`config.mk`:
```
export PLATFORM = sky130hd
export DESIGN_NAME = expr_bist_sched
export DESIGN_NICKNAME = d
export VERILOG_FILES = /design/src/rtl/expr_bist_pkg.sv /design/src/rtl/expr_bist_misr.sv /design/src/rtl/expr_bist_sched.sv
export SDC_FILE = /design/constraint.sdc
export NUM_CORES = 1
export LEC_CHECK = 0
export ABC_AREA = 1
export ABC_CLOCK_PERIOD_IN_PS = 11400
export BUFFER_PORTS_ARGS = -buffer_cell sky130_fd_sc_hd__buf_2
export CAP_MARGIN = 20
export CORE_UTILIZATION = 30
export CTS_CLUSTER_DIAMETER = 60
export DETAILED_ROUTE_END_ITERATION = 8
export SLEW_MARGIN = 20
export SYNTH_ARGS = -nofsm -noshare
export SYNTH_HDL_FRONTEND = slang
export SYNTH_SLANG_ARGS = --single-unit
```
`constraint.sdc`:
```
create_clock -name clk -period 11.4 [get_ports clk]
set_input_delay 1.71 -clock clk [delete_from_list [all_inputs] [get_ports clk]]
set_output_delay 1.71 -clock clk [all_outputs]
set_load 0.02 [all_outputs]
```
`src/rtl/expr_bist_pkg.sv`:
```
// Shared constants, FSM encoding and LFSR/MISR step functions for the expression BIST sequencer.
package expr_bist_pkg;

    localparam int unsigned OPND_W      = 60;
    localparam int unsigned RES_W       = 90;
    localparam int unsigned LFSR_TAP_HI = 59;
    localparam int unsigned LFSR_TAP_LO = 58;

    localparam logic [RES_W-1:0] MISR_POLY = RES_W'(3) | (RES_W'(1) << 87);

    typedef enum logic [2:0] {
        IDLE  = 3'd0,
        RUN   = 3'd1,
        DRAIN = 3'd2,
        CHECK = 3'd3,
        DONE  = 3'd4
    } state_t;

    // Fibonacci LFSR step: shift left, feedback from the two top taps into bit 0
    function automatic logic [OPND_W-1:0] lfsr_next(input logic [OPND_W-1:0] l);
        return {l[OPND_W-2:0], l[LFSR_TAP_HI] ^ l[LFSR_TAP_LO]};
    endfunction

    // Galois MISR step absorbing one result word
    function automatic logic [RES_W-1:0] misr_next(input logic [RES_W-1:0] m,
                                                    input logic [RES_W-1:0] d);
        return {m[RES_W-2:0], 1'b0} ^ (m[RES_W-1] ? MISR_POLY : '0) ^ d;
    endfunction

endpackage

```
`src/rtl/expr_bist_misr.sv`:
```
// 90-bit signature register: clears on clr, absorbs din when en.
module expr_bist_misr
    import expr_bist_pkg::*;
(
    input  logic             clk,
    input  logic             rst,
    input  logic             clr,
    input  logic             en,
    input  logic [RES_W-1:0] din,
    output logic [RES_W-1:0] sig
);

    // Signature register; clear wins over absorb
    always_ff @(posedge clk or posedge rst) begin
        if (rst) begin
            sig <= '0;
        end else if (clr) begin
            sig <= '0;
        end else if (en) begin
            sig <= misr_next(sig, din);
        end
    end

endmodule

```
`src/rtl/expr_bist_sched.sv`:
```
// BIST sequencer for one expression datapath: LFSR stimulus, MISR compaction, signature check.
// Optional mismatch counter/first-bad-index tracking when EXPR_BIST_MISMATCH_CNT_EN is defined.
module expr_bist_sched
    import expr_bist_pkg::*;
#(
    parameter int unsigned NUM_VECTORS = 256,
    parameter int unsigned LAT         = 0
) (
    input  logic                                clk,
    input  logic                                rst,
    input  logic                                start,
    input  logic [OPND_W-1:0]                   seed_in,
    input  logic [RES_W-1:0]                    expected_sig,
    output logic [OPND_W-1:0]                   opnd,
    input  logic [RES_W-1:0]                    res_in,
    output logic                                busy,
    output logic                                done,
    output logic                                pass,
    output logic [RES_W-1:0]                    signature,
`ifdef EXPR_BIST_MISMATCH_CNT_EN
    input  logic [RES_W-1:0]                    gold_in,
    output logic [15:0]                         mis_cnt,
    output logic [$clog2(NUM_VECTORS)-1:0]      first_bad,
`endif
    output logic [$clog2(NUM_VECTORS+1)-1:0]    vec_cnt
);

    localparam int unsigned CW = $clog2(NUM_VECTORS + 1);
    localparam logic [CW-1:0] LAST_IDX = CW'(NUM_VECTORS - 1);

    state_t            state, state_nx;
    logic [OPND_W-1:0] lfsr, lfsr_d, opnd_d, seed_fix;
    logic [CW-1:0]     vec_cnt_d;
    logic              busy_d, done_d, pass_d;
    logic              accept, issue, last_issue, absorb, drain_last, misr_clr, sig_ok;

    assign accept     = start && ((state == IDLE) || (state == DONE));
    assign issue      = (state == RUN);
    assign last_issue = issue && (vec_cnt == LAST_IDX);
    assign seed_fix   = (seed_in == '0) ? OPND_W'(1) : seed_in;

    // Valid pipe tracking in-flight vectors through the datapath
    if (LAT == 0) begin : g_nopipe
        assign absorb     = issue;
        assign drain_last = 1'b1;
    end else begin : g_pipe
        localparam logic [LAT-1:0] TOP_BIT = LAT'(1) << (LAT - 1);
        logic [LAT-1:0] vpipe;

        // Shift issue flags toward the result side
        always_ff @(posedge clk or posedge rst) begin
            if (rst) begin
                vpipe <= '0;
            end else begin
                vpipe <= LAT'({vpipe, issue});
            end
        end

        assign absorb     = vpipe[LAT-1];
        assign drain_last = ((vpipe & ~TOP_BIT) == '0);
    end

    expr_bist_misr u_misr (
        .clk (clk),
        .rst (rst),
        .clr (misr_clr),
        .en  (absorb),
        .din (res_in),
        .sig (signature)
    );

`ifdef EXPR_BIST_MISMATCH_CNT_EN
    localparam int unsigned IDX_W = $clog2(NUM_VECTORS);
    logic [IDX_W-1:0] abs_idx;

    // Per-result comparison against golden data; remember first failing index
    always_ff @(posedge clk or posedge rst) begin
        if (rst) begin
            mis_cnt   <= '0;
            first_bad <= '0;
            abs_idx   <= '0;
        end else if (accept) begin
            mis_cnt   <= '0;
            first_bad <= '0;
            abs_idx   <= '0;
        end else if (absorb) begin
            abs_idx <= abs_idx + IDX_W'(1);
            if (res_in != gold_in) begin
                if (mis_cnt == '0) first_bad <= abs_idx;
                if (mis_cnt != 16'hFFFF) mis_cnt <= mis_cnt + 16'd1;
            end
        end
    end

    assign sig_ok = (signature == expected_sig) && (mis_cnt == '0);
`else
    assign sig_ok = (signature == expected_sig);
`endif

    // State register
    always_ff @(posedge clk or posedge rst) begin
        if (rst) state <= IDLE;
        else     state <= state_nx;
    end

    // Next-state logic
    always_comb begin
        state_nx = state;
        case (state)
            IDLE, DONE: if (start) state_nx = RUN;
            RUN:        if (last_issue) state_nx = (LAT == 0) ? CHECK : DRAIN;
            DRAIN:      if (drain_last) state_nx = CHECK;
            CHECK:      state_nx = DONE;
            default:    state_nx = IDLE;
        endcase
    end

    // Next values of the registered outputs and LFSR
    always_comb begin
        lfsr_d    = lfsr;
        opnd_d    = '0;
        vec_cnt_d = vec_cnt;
        pass_d    = pass;
        misr_clr  = 1'b0;
        if (accept) begin
            lfsr_d    = seed_fix;
            opnd_d    = seed_fix;
            vec_cnt_d = '0;
            pass_d    = 1'b0;
            misr_clr  = 1'b1;
        end else if (issue) begin
            lfsr_d    = lfsr_next(lfsr);
            opnd_d    = last_issue ? '0 : lfsr_next(lfsr);
            vec_cnt_d = vec_cnt + CW'(1);
        end
        if (state == CHECK) pass_d = sig_ok;
        busy_d = (state_nx == RUN) || (state_nx == DRAIN) || (state_nx == CHECK);
        done_d = (state_nx == DONE);
    end

    // Output and LFSR registers
    always_ff @(posedge clk or posedge rst) begin
        if (rst) begin
            lfsr    <= OPND_W'(1);
            opnd    <= '0;
            vec_cnt <= '0;
            busy    <= 1'b0;
            done    <= 1'b0;
            pass    <= 1'b0;
        end else begin
            lfsr    <= lfsr_d;
            opnd    <= opnd_d;
            vec_cnt <= vec_cnt_d;
            busy    <= busy_d;
            done    <= done_d;
            pass    <= pass_d;
        end
    end

endmodule

```
==> results of run 1 <==
==> layer usage <==
metal,wire length [um],track usage,part of all wire
met1,15800,0.248,0.46
met4,717,0.0473,0.021
met5,10,0,0.00029
met3,1820,0.0280,0.053
met2,16200,0.289,0.47
==> placed cells by master, fill, tap and decap left out, drive strengths merged <==
cell / n
nand4: 3
a221oi: 1
nor4: 2
o22ai: 73
a21oi: 7
a22o: 1
o21ai: 82
dfrtp: 224
nand3b: 1
nand2: 423
ha: 2
xor2: 10
nor2: 163
clkinvlp: 3
nand3: 7
diode: 3
xnor2: 99
a31oi: 59
nor3: 1
buf: 409
dfstp: 1
clkinv: 5
inv: 160
bufinv: 2
clkbuf: 39
==> layout make-up <==
class	instances	area (um2)
timing repair buffer	409	2060
clock inverter	11	145
inverter	159	606
multi-input combinational	934	4590
tap	461	577
antenna	3	7.51
sequential	225	5630
clock buffer	39	812
fill	3681	21500
==> kinds of logic after synthesis <==
kind of cell / count (synthesis) / synth area share
simple gates: 600 / 0.207
xor+xnor: 109 / 0.0863
flops: 225 / 0.509
compound gates: 223 / 0.117
fa+ha+maj: 2 / 0.00226
buf+inv: 212 / 0.0781
==> worst max-delay path: stages <==
cell	delay, ns
buf_2	0.11
nand2_2	0.05
buf_4	0.58
nand2_8	0.64
inv_1	0.96
nor4_1	0.08
nor3_1	0.17
==> final timing paths <==
path | startpoint | slack [ns] | cells after the start | end
max | start | 7.43 | 7 | vec_cnt[6]
min | lfsr[0] | 0.49 | 2 | lfsr[0]
max reg2reg | state[0] | 8.20 | 7 | vec_cnt[6]
min reg2reg | lfsr[0] | 0.49 | 2 | lfsr[0]
max in group asynchronous | rst | 8.27 | 4 | u_misr.sig[84]
min in group asynchronous | rst | 1.24 | 2 | opnd[42]
==> sequential cells by signal, summed over array words and instances, names as in the netlist <==
register,cells
u_misr.sig,90
lfsr,60
opnd,60
vec_cnt,9
state,3
busy,1
done,1
pass,1
==> power breakdown <==
group          internal [W]  leakage [nW]  switching, W
clock              0.000544         0.461      0.000362
sequential          0.00118          2.63      0.000335
combinational      0.000627          4.34      0.000978
==> cell usage after synthesis, drive strengths merged <==
| cell | instances | area share |
|---|---|---|
| nand3b | 1 | 0.00068 |
| xnor2 | 99 | 0.078 |
| o22ai | 73 | 0.041 |
| a22o | 1 | 0.00079 |
| inv | 159 | 0.054 |
| nand4 | 3 | 0.0017 |
| dfrtp | 224 | 0.51 |
| a21oi | 7 | 0.0032 |
| a221oi | 1 | 0.0014 |
| xor2 | 10 | 0.0079 |
| nor3 | 1 | 0.00045 |
| buf | 44 | 0.021 |
| nor4 | 2 | 0.0011 |
| nor2 | 163 | 0.056 |
| ha | 2 | 0.0023 |
| dfstp | 1 | 0.0024 |
| a31oi | 59 | 0.033 |
| o21ai | 82 | 0.037 |
| nand2 | 423 | 0.14 |
| nand3 | 7 | 0.0032 |
| clkbuf | 9 | 0.0031 |
==> stage by stage <==
stage | power [W] | setup WS [ns]
floorplan | 0.00255 | 3.53
global placement | 0.00311 | 6.85
detailed placement | 0.00314 | 6.81
CTS | 0.00407 | 7.40
global route | 0.00431 | 7.10
finish | 0.00403 | 7.43
==> summary.txt, run 1 <==
Pwr
  – Peak VDD IR: 0.103 mV
  – Lkg Pwr: 7.44 nW
  – Cell Pwr Density: 279 mW/mm2

Clock network
  – CTS Buf Count: 28
  – Clock-pin slew on the worst setup and hold paths: 0.06 ns
  – Clock Latency Late Sink: 0.56 ns
  – CTS Hold Bufs: 0
  – Clock Path Buffers: 3
  – CTS H-tree depth: 1
  – Root Buffer: clkbuf_16
  – CTS tree: yes
  – Cts repair resizes: 0
  – Clk sinks: 225
  – Postcts setup bufs: 0

Drt
  – Final WL: 34.5 mm
  – DRC: 0
  – Drt initial violations: 528
  – Vias: 10,300
  – WL per Instance: 15.4 um
  – Antenna Nets Post-Route: 0
  – Iteration count of the initial detailed-routing pass: 5
  – Vias per cell: 4.59

STA
  – Setup Viol. Count Final: 0
  – Crit path time final: 3.97 ns
  – Final Hold Vio Count: 0
  – Peak Freq: 252 MHz
  – Max-slew violations: 0
  – Setup TNS: 0 ns
  – Slew @ Worst Pin: 0.992 ns
  – Final clock skew: 0.0167 ns
  – Final worst-path cycle share: 0.348
  – RSZ-0062 raised after global routing: false
  – Slew margin rel.: 0.339
  – WHS: 0.486 ns

Placement
  – GPL Wtd Cong: 0.902
  – Placed insts: 2,188
  – Hpwl dp: 25.2 mm
  – PortBufs: 404
  – Placed Area: 0.0135 mm2

Hold path
  – Hold Crit Class: flop to flop

Floorplan
  – Initial Utilization: 0.308
  – Row cnt: 69
  – Core Area: 0.0359 mm2
  – IO Pins: 405
  – Die height: 194 um
  – Die X: 194 um
  – DIE AREA: 0.0377 mm2

Job
  – Max Cap Viol: 0

Cells and area
  – Area growth syn-to-layout: 30.4%
  – NumNets Final: 2,002
  – Fraction of layout cells with a size suffix above 1: 0.262
  – Fin area: 0.0144 mm2
  – Fin cells: 2,241
  – Fin util: 0.402

Synth
  – Seq/Total Area, Yosys: 0.509
  – Yosys warns: 0
  – Synth cell types: 28
  – Synthesized Nets: 1,616
  – Mapped Area: 0.0111 mm2
  – Post-synthesis register bit count: 225
  – Mean post-synth cell area: 8.07 um2
  – Cells after synthesis: 1,371

Worst setup path
  – Crit path DAT: 4.42 ns
  – Critical Path Fanout Max: 139
  – Setup CP Type: input pin to flop
  – Critical path startpoint category: input pin
  – Crit. End Element: flop
  – CP Data Required Time: 11.85 ns

Global routing
  – GRT overflow: 0
  – Total GRT Usage: 0.179
  – Global-route wire length before repair: 54.4 mm
  – Largest net degree at the start of global routing: 140
  – Number of global-route vias before repair: 10,000
  – Antenna violations before repair: 4

Status
  – Outcome: completed
(Power assumes the default switching activity.)
==> inputs of run 2 (changes only) <==
Settings changed: ABC_CLOCK_PERIOD_IN_PS 11400 to 3800.
Clock period 11.4 ns to 3.8 ns, I/O delays scaled along.
==> run 2 against run 1 <==
  * Combinational power increased to 3.0 times the previous value
  * Hold slack got worse by 0.28 ns
  * Utilization increased by 0.32 points
  * Register-to-register slack got worse by 6.7 ns
  * Die area unchanged
  * Non-clock buffer count increased by 6
  * Final cell count increased by 0.40%
  * Sequential cell count unchanged
  * Cell area increased by 0.79%
  * Via count increased by 0.91%
  * Clock skew decreased by 0.0088 ns
==> summary.txt, run 2 (synthesis gave the netlist of run 1 again) <==
Placement
  – GPL Wtd Cong: 0.916
  – Hpwl dp: 26.0 mm
  – PortBufs: 404
  – Placed Area: 0.0136 mm2
  – Placed insts: 2,194

Clock network
  – Cts repair resizes: 0
  – Root Buffer: clkbuf_16
  – CTS tree: yes
  – Clock Path Buffers: 3
  – CTS Buf Count: 28
  – Postcts setup bufs: 0
  – Clock-pin slew on the worst setup and hold paths: 0.06 ns
  – Clock Latency Late Sink: 0.54 ns
  – CTS Hold Bufs: 0
  – Clk sinks: 225
  – CTS H-tree depth: 1

Floorplan
  – IO Pins: 405
  – DIE AREA: 0.0377 mm2
  – Row cnt: 69
  – Core Area: 0.0359 mm2
  – Initial Utilization: 0.308
  – Die X: 194 um
  – Die height: 194 um

STA
  – Slew @ Worst Pin: 0.887 ns
  – Setup Viol. Count Final: 0
  – Max-slew violations: 0
  – Final worst-path cycle share: 0.606
  – Final clock skew: 0.00797 ns
  – Crit path time final: 2.30 ns
  – Final Hold Vio Count: 0
  – WHS: 0.204 ns
  – Setup TNS: 0 ns
  – RSZ-0062 raised after global routing: false
  – Slew margin rel.: 0.408
  – Peak Freq: 435 MHz

Worst setup path
  – Critical Path Fanout Max: 94
  – Worst path depth: 7
  – Reg2Reg Setup Slack: 1.50 ns
  – CP Capture Point: u_misr.sig[89]
  – Worst-path cell with the longest stage delay: nand2_8
  – CP Data Required Time: 4.19 ns
  – R2r worst-path depth: 7
  – Crit path buf inv count: 2
  – Reg-to-reg startpoint: state[1]
  – R2r endpoint: u_misr.sig[89]
  – Critical path startpoint category: flop
  – Crit path DAT: 2.69 ns
  – Setup CP Type: flop to flop
  – Crit. End Element: flop
  – Crit-path leading delay family: simple AND/OR/NAND/NOR gates
  – Worst path max stage delay: 0.57 ns
  – CP cell instances: nor2_1 > nand2_4 > nand2_8 > inv_1 > buf_4 > nand2_1 > o21ai_0
  – Worst Setup SP: state[1]

Pwr
  – Lkg Pwr: 7.51 nW
  – Switching part of the total power: 0.416
  – Cell Pwr Density: 836 mW/mm2
  – NetSw: 0.00505 W
  – Peak VDD IR: 0.409 mV
  – Combinational share of power: 0.399
  – Int Pwr: 0.00711 W
  – Sequential share of power: 0.375
  – Clock share of power: 0.226

Drt
  – M1 WL: 16.0 mm
  – Wire length on met2: 16.6 mm
  – Vias: 10,400
  – Vias per cell: 4.61
  – Antenna Nets Post-Route: 0
  – DR WL met3: 1.76 mm
  – DRC: 0
  – Iteration count of the initial detailed-routing pass: 5
  – Top sig layer: met5
  – Final WL: 35.4 mm
  – WL per Instance: 15.7 um
  – Drt initial violations: 464

Job
  – Max Cap Viol: 0

Status
  – Outcome: completed

Cells and area
  – Commonest cells after routing, fill and taps aside: 419 x nand2_1, 404 x buf_2, 224 x dfrtp_1
  – Commonest non-fill, non-tap cell in the layout: nand2_1
  – Fin cells: 2,250
  – Area growth syn-to-layout: 31.5%
  – Fin area: 0.0145 mm2
  – Layout fillers: 3,720
  – Fraction of layout cells with a size suffix above 1: 0.265
  – Biggest register: u_misr.sig
  – Biggest regs: u_misr.sig (90), lfsr (60), opnd (60)
  – NumNets Final: 2,008
  – Number of flip-flops in the largest register: 90

Global routing
  – Largest net degree at the start of global routing: 105
  – GRT overflow: 0
  – Number of global-route vias before repair: 10,300
  – Antenna violations before repair: 6
  – Global-route wire length before repair: 55.5 mm
  – Total GRT Usage: 0.184

Hold path
  – Hold Crit Class: input pin to asynchronous set/reset pin
==> run 2: cell count changes in the layout (fill, tap and decap cells not counted), moves of 2 or more <==
cell / delta
clkinv_2: +3
buf_4: +2
clkinv_4: +2
clkbuf_8: -2
clkinvlp_4: -2
buf_12: +4
diode_2: +2
==> run 2: stage by stage <==
| stage | worst slack, ns | power, W | utilization |
|---|---|---|---|
| after detailed placement | 1.25 | 0.00947 | 0.378 |
| after floorplan | 0.293 | 0.00765 | - |
| after CTS | 1.22 | 0.0123 | 0.405 |
| final | 1.50 | 0.0122 | 0.405 |
| after global routing | 1.24 | 0.0130 | 0.405 |
| after global placement | 1.38 | 0.00938 | 0.376 |
==> run 2: layout make-up <==
type / instances / area [um2] / area share
multi-input combinational: 934 / 4590 / 0.316
antenna: 5 / 12.5 / 0.000860
clock inverter: 15 / 179 / 0.0123
clock buffer: 36 / 781 / 0.0537
sequential: 225 / 5630 / 0.387
tap: 461 / 577 / 0.0397
inverter: 159 / 601 / 0.0413
timing repair buffer: 415 / 2170 / 0.150
==> run 2: power by group through the flow <==
stage / sequential (W) / combinational (W) / clock [W]
final: 0.00456 / 0.00485 / 0.00275
after detailed placement: 0.00459 / 0.00487 / 0
after global placement: 0.00456 / 0.00481 / 0
after floorplan: 0.00541 / 0.00223 / 0
after global routing: 0.00474 / 0.00533 / 0.00291
after CTS: 0.00457 / 0.00489 / 0.00282
==> run 2: worst min path at each step <==
stage,cells after the start,slack [ns],start,end
after detailed placement,2,0.50,lfsr[0],lfsr[0]
after global routing,2,0.26,rst,opnd[42]
after global placement,2,0.50,lfsr[0],lfsr[0]
after floorplan,2,0.45,lfsr[0],lfsr[0]
after CTS,2,0.21,rst,opnd[44]
final,2,0.20,rst,opnd[42]
==> run 2: per-layer routing <==
layer / vias up / GRT usage
li1: 5138 / -
met1: 4886 / 0.245
met2: 277 / 0.301
met3: 65 / 0.0313
met4: 2 / 0.0632
met5: - / 0
==> inputs of run 3 (changes only) <==
Settings changed: ABC_CLOCK_PERIOD_IN_PS 3800 to 2300.
Clock period 3.8 ns to 2.3 ns, I/O delays scaled along.
==> run 3 against run 2 <==
  * Register-to-register slack worse by 1.2 ns
  * Utilization is 0.59 points higher
  * Power rose by 67%
  * First-iteration DRC count decreased by 6.5%
  * Clock skew is 0.0079 ns higher
  * Worst setup slack got worse by 1.2 ns
  * Non-clock buffer count grew 16
  * Sequential cell count is the same
  * Highest routed layer unchanged
  * Count of clock-buffer cells in the layout rose by 6
  * Die area is the same
==> summary.txt, run 3 (synthesis gave the netlist of run 1 again) <==
Status
  – Outcome: completed

Global routing
  – Gr busiest metal: met2
  – Number of global-route vias before repair: 10,300
  – GRT overflow: 0
  – Global-route wire length before repair: 56.3 mm
  – M2 GR Usage: 0.301
  – Total GRT Usage: 0.187
  – Antenna violations before repair: 7
  – Largest net degree at the start of global routing: 90
  – Met1 global-route usage: 0.252
  – Met3 Track Usage GR: 0.0339

STA
  – RSZ-0062 raised after global routing: false
  – Slew @ Worst Pin: 0.793 ns
  – Slew margin rel.: 0.471
  – Final worst-path cycle share: 0.862
  – WHS: 0.0350 ns
  – Final Hold Vio Count: 0
  – Final clock skew: 0.0159 ns
  – Setup TNS: 0 ns
  – Peak Freq: 505 MHz
  – Max-slew violations: 0
  – Setup Viol. Count Final: 0
  – Crit path time final: 1.98 ns

Cells and area
  – Fin cells: 2,271
  – Biggest regs: u_misr.sig (90), lfsr (60), opnd (60)
  – Fin area: 0.0148 mm2
  – Fraction of layout cells with a size suffix above 1: 0.270
  – NumNets Final: 2,026
  – Commonest cells after routing, fill and taps aside: 419 x nand2_1, 404 x buf_2, 224 x dfrtp_1
  – Area growth syn-to-layout: 33.4%
  – Biggest register: u_misr.sig
  – Number of flip-flops in the largest register: 90
  – Commonest non-fill, non-tap cell in the layout: nand2_1

Clock network
  – Clock-pin slew on the worst setup and hold paths: 0.06 ns
  – Postcts setup bufs: 0
  – CTS Buf Count: 30
  – Clock Path Buffers: 3
  – CTS H-tree depth: 1
  – Root Buffer: clkbuf_16
  – Clock Latency Late Sink: 0.57 ns
  – Clk sinks: 225
  – CTS tree: yes

Placement
  – Placed Area: 0.0137 mm2
  – Hpwl dp: 26.6 mm
  – PortBufs: 404
  – Placed insts: 2,204
  – GPL Wtd Cong: 0.887

Drt
  – Vias: 10,500
  – Final WL: 35.7 mm
  – Vias per cell: 4.61
  – Drt initial violations: 434
  – DRC: 0
  – Antenna Nets Post-Route: 0
  – WL per Instance: 15.7 um
  – Iteration count of the initial detailed-routing pass: 5

Pwr
  – Cell Pwr Density: 1370 mW/mm2
  – Power, Total: 0.0203 W
  – Clock share of power: 0.228
  – Lkg Pwr: 7.61 nW
  – Int Pwr: 0.0117 W
  – Peak VDD IR: 0.553 mV
  – NetSw: 0.00851 W
  – Sequential share of power: 0.374
  – Combinational share of power: 0.398
  – Switching part of the total power: 0.420

Job
  – Max Cap Viol: 0

Floorplan
  – Die X: 194 um
  – Die height: 194 um
  – Initial Utilization: 0.308
  – Row cnt: 69
  – IO Pins: 405
  – Core Area: 0.0359 mm2
  – DIE AREA: 0.0377 mm2

Hold path
  – Hold Crit Class: input pin to flop

Worst setup path
  – Crit. End Element: flop
  – Setup CP Type: flop to flop
  – Critical path startpoint category: flop
  – Critical Path Fanout Max: 17
  – CP Data Required Time: 2.74 ns
  – Crit path DAT: 2.42 ns
-- run 3: cell count changes in the layout (fill, tap and decap cells not counted), sizes merged --
| cell | previous run | this run |
|---|---|---|
| clkbuf | 36 | 42 |
| inv | 160 | 162 |
| clkinv | 10 | 7 |
| bufinv | 3 | 0 |
| clkinvlp | 1 | 3 |
| buf | 415 | 425 |
| dlygate4sd3 | 0 | 6 |
| diode | 5 | 6 |
-- run 3: power groups by stage --
stage	Clock [W]	Combinational [W]	Sequential, W
6_report	0.00461	0.00807	0.00757
4_1_cts	0.00474	0.00815	0.00757
5_1_grt	0.00491	0.00890	0.00784
3_3_place_gp	0	0.00798	0.00759
2_1_floorplan	0	0.00369	0.00894
3_5_place_dp	0	0.00810	0.00761
-- run 3: area by class of cell --
type / instances / area [um2]
Multi-Input combinational cell: 934 / 4580
Inverter: 159 / 601
Fill cell: 3700 / 21200
Tap cell: 461 / 577
Clock buffer: 42 / 886
Antenna cell: 6 / 15.0
Timing Repair Buffer: 431 / 2340
Sequential cell: 225 / 5630
Clock inverter: 13 / 123
-- run 3: path summary, 6_finish.rpt --
check                             from        endpoint  slack [ns]  depth (start not counted)
max                         vec_cnt[3]        opnd[40]        0.32                          9
min                        seed_in[39]        opnd[39]        0.04                          3
max reg2reg                 vec_cnt[3]        opnd[40]        0.32                          9
min reg2reg                    lfsr[0]         lfsr[0]        0.47                          2
max in group asynchronous          rst  u_misr.sig[79]        1.20                          4
min in group asynchronous          rst        opnd[42]        0.33                          3
-- run 3: per-stage QoR --
stage	worst slack (ns)	util
2_1_floorplan	-0.982	-
3_3_place_gp	0.322	0.381
3_5_place_dp	0.318	0.381
4_1_cts	0.303	0.410
5_1_grt	0.106	0.411
6_report	0.318	0.411
-- run 3: per-layer routing --
layer	up-vias	share of wire
li1	5167	-
met1	4920	0.45
met2	301	0.47
met3	70	0.053
met4	2	0.029
met5	-	0.00036
-- run 3: timing repair --
action,in CTS,in global routing
endpoints found under the hold margin,16,0
hold buffers,6,0
gates resized for setup,0,0
-- run 3: worst max-delay path, stage by stage, from the launching register on --
cell and delay, ns:
dfrtp_1 0.42, nand2_1 0.07, nor2_1 0.19, inv_1 0.11
nor4_1 0.20, ha_1 0.19, inv_1 0.06, nand2_2 0.22
buf_4 0.27, o21ai_0 0.11
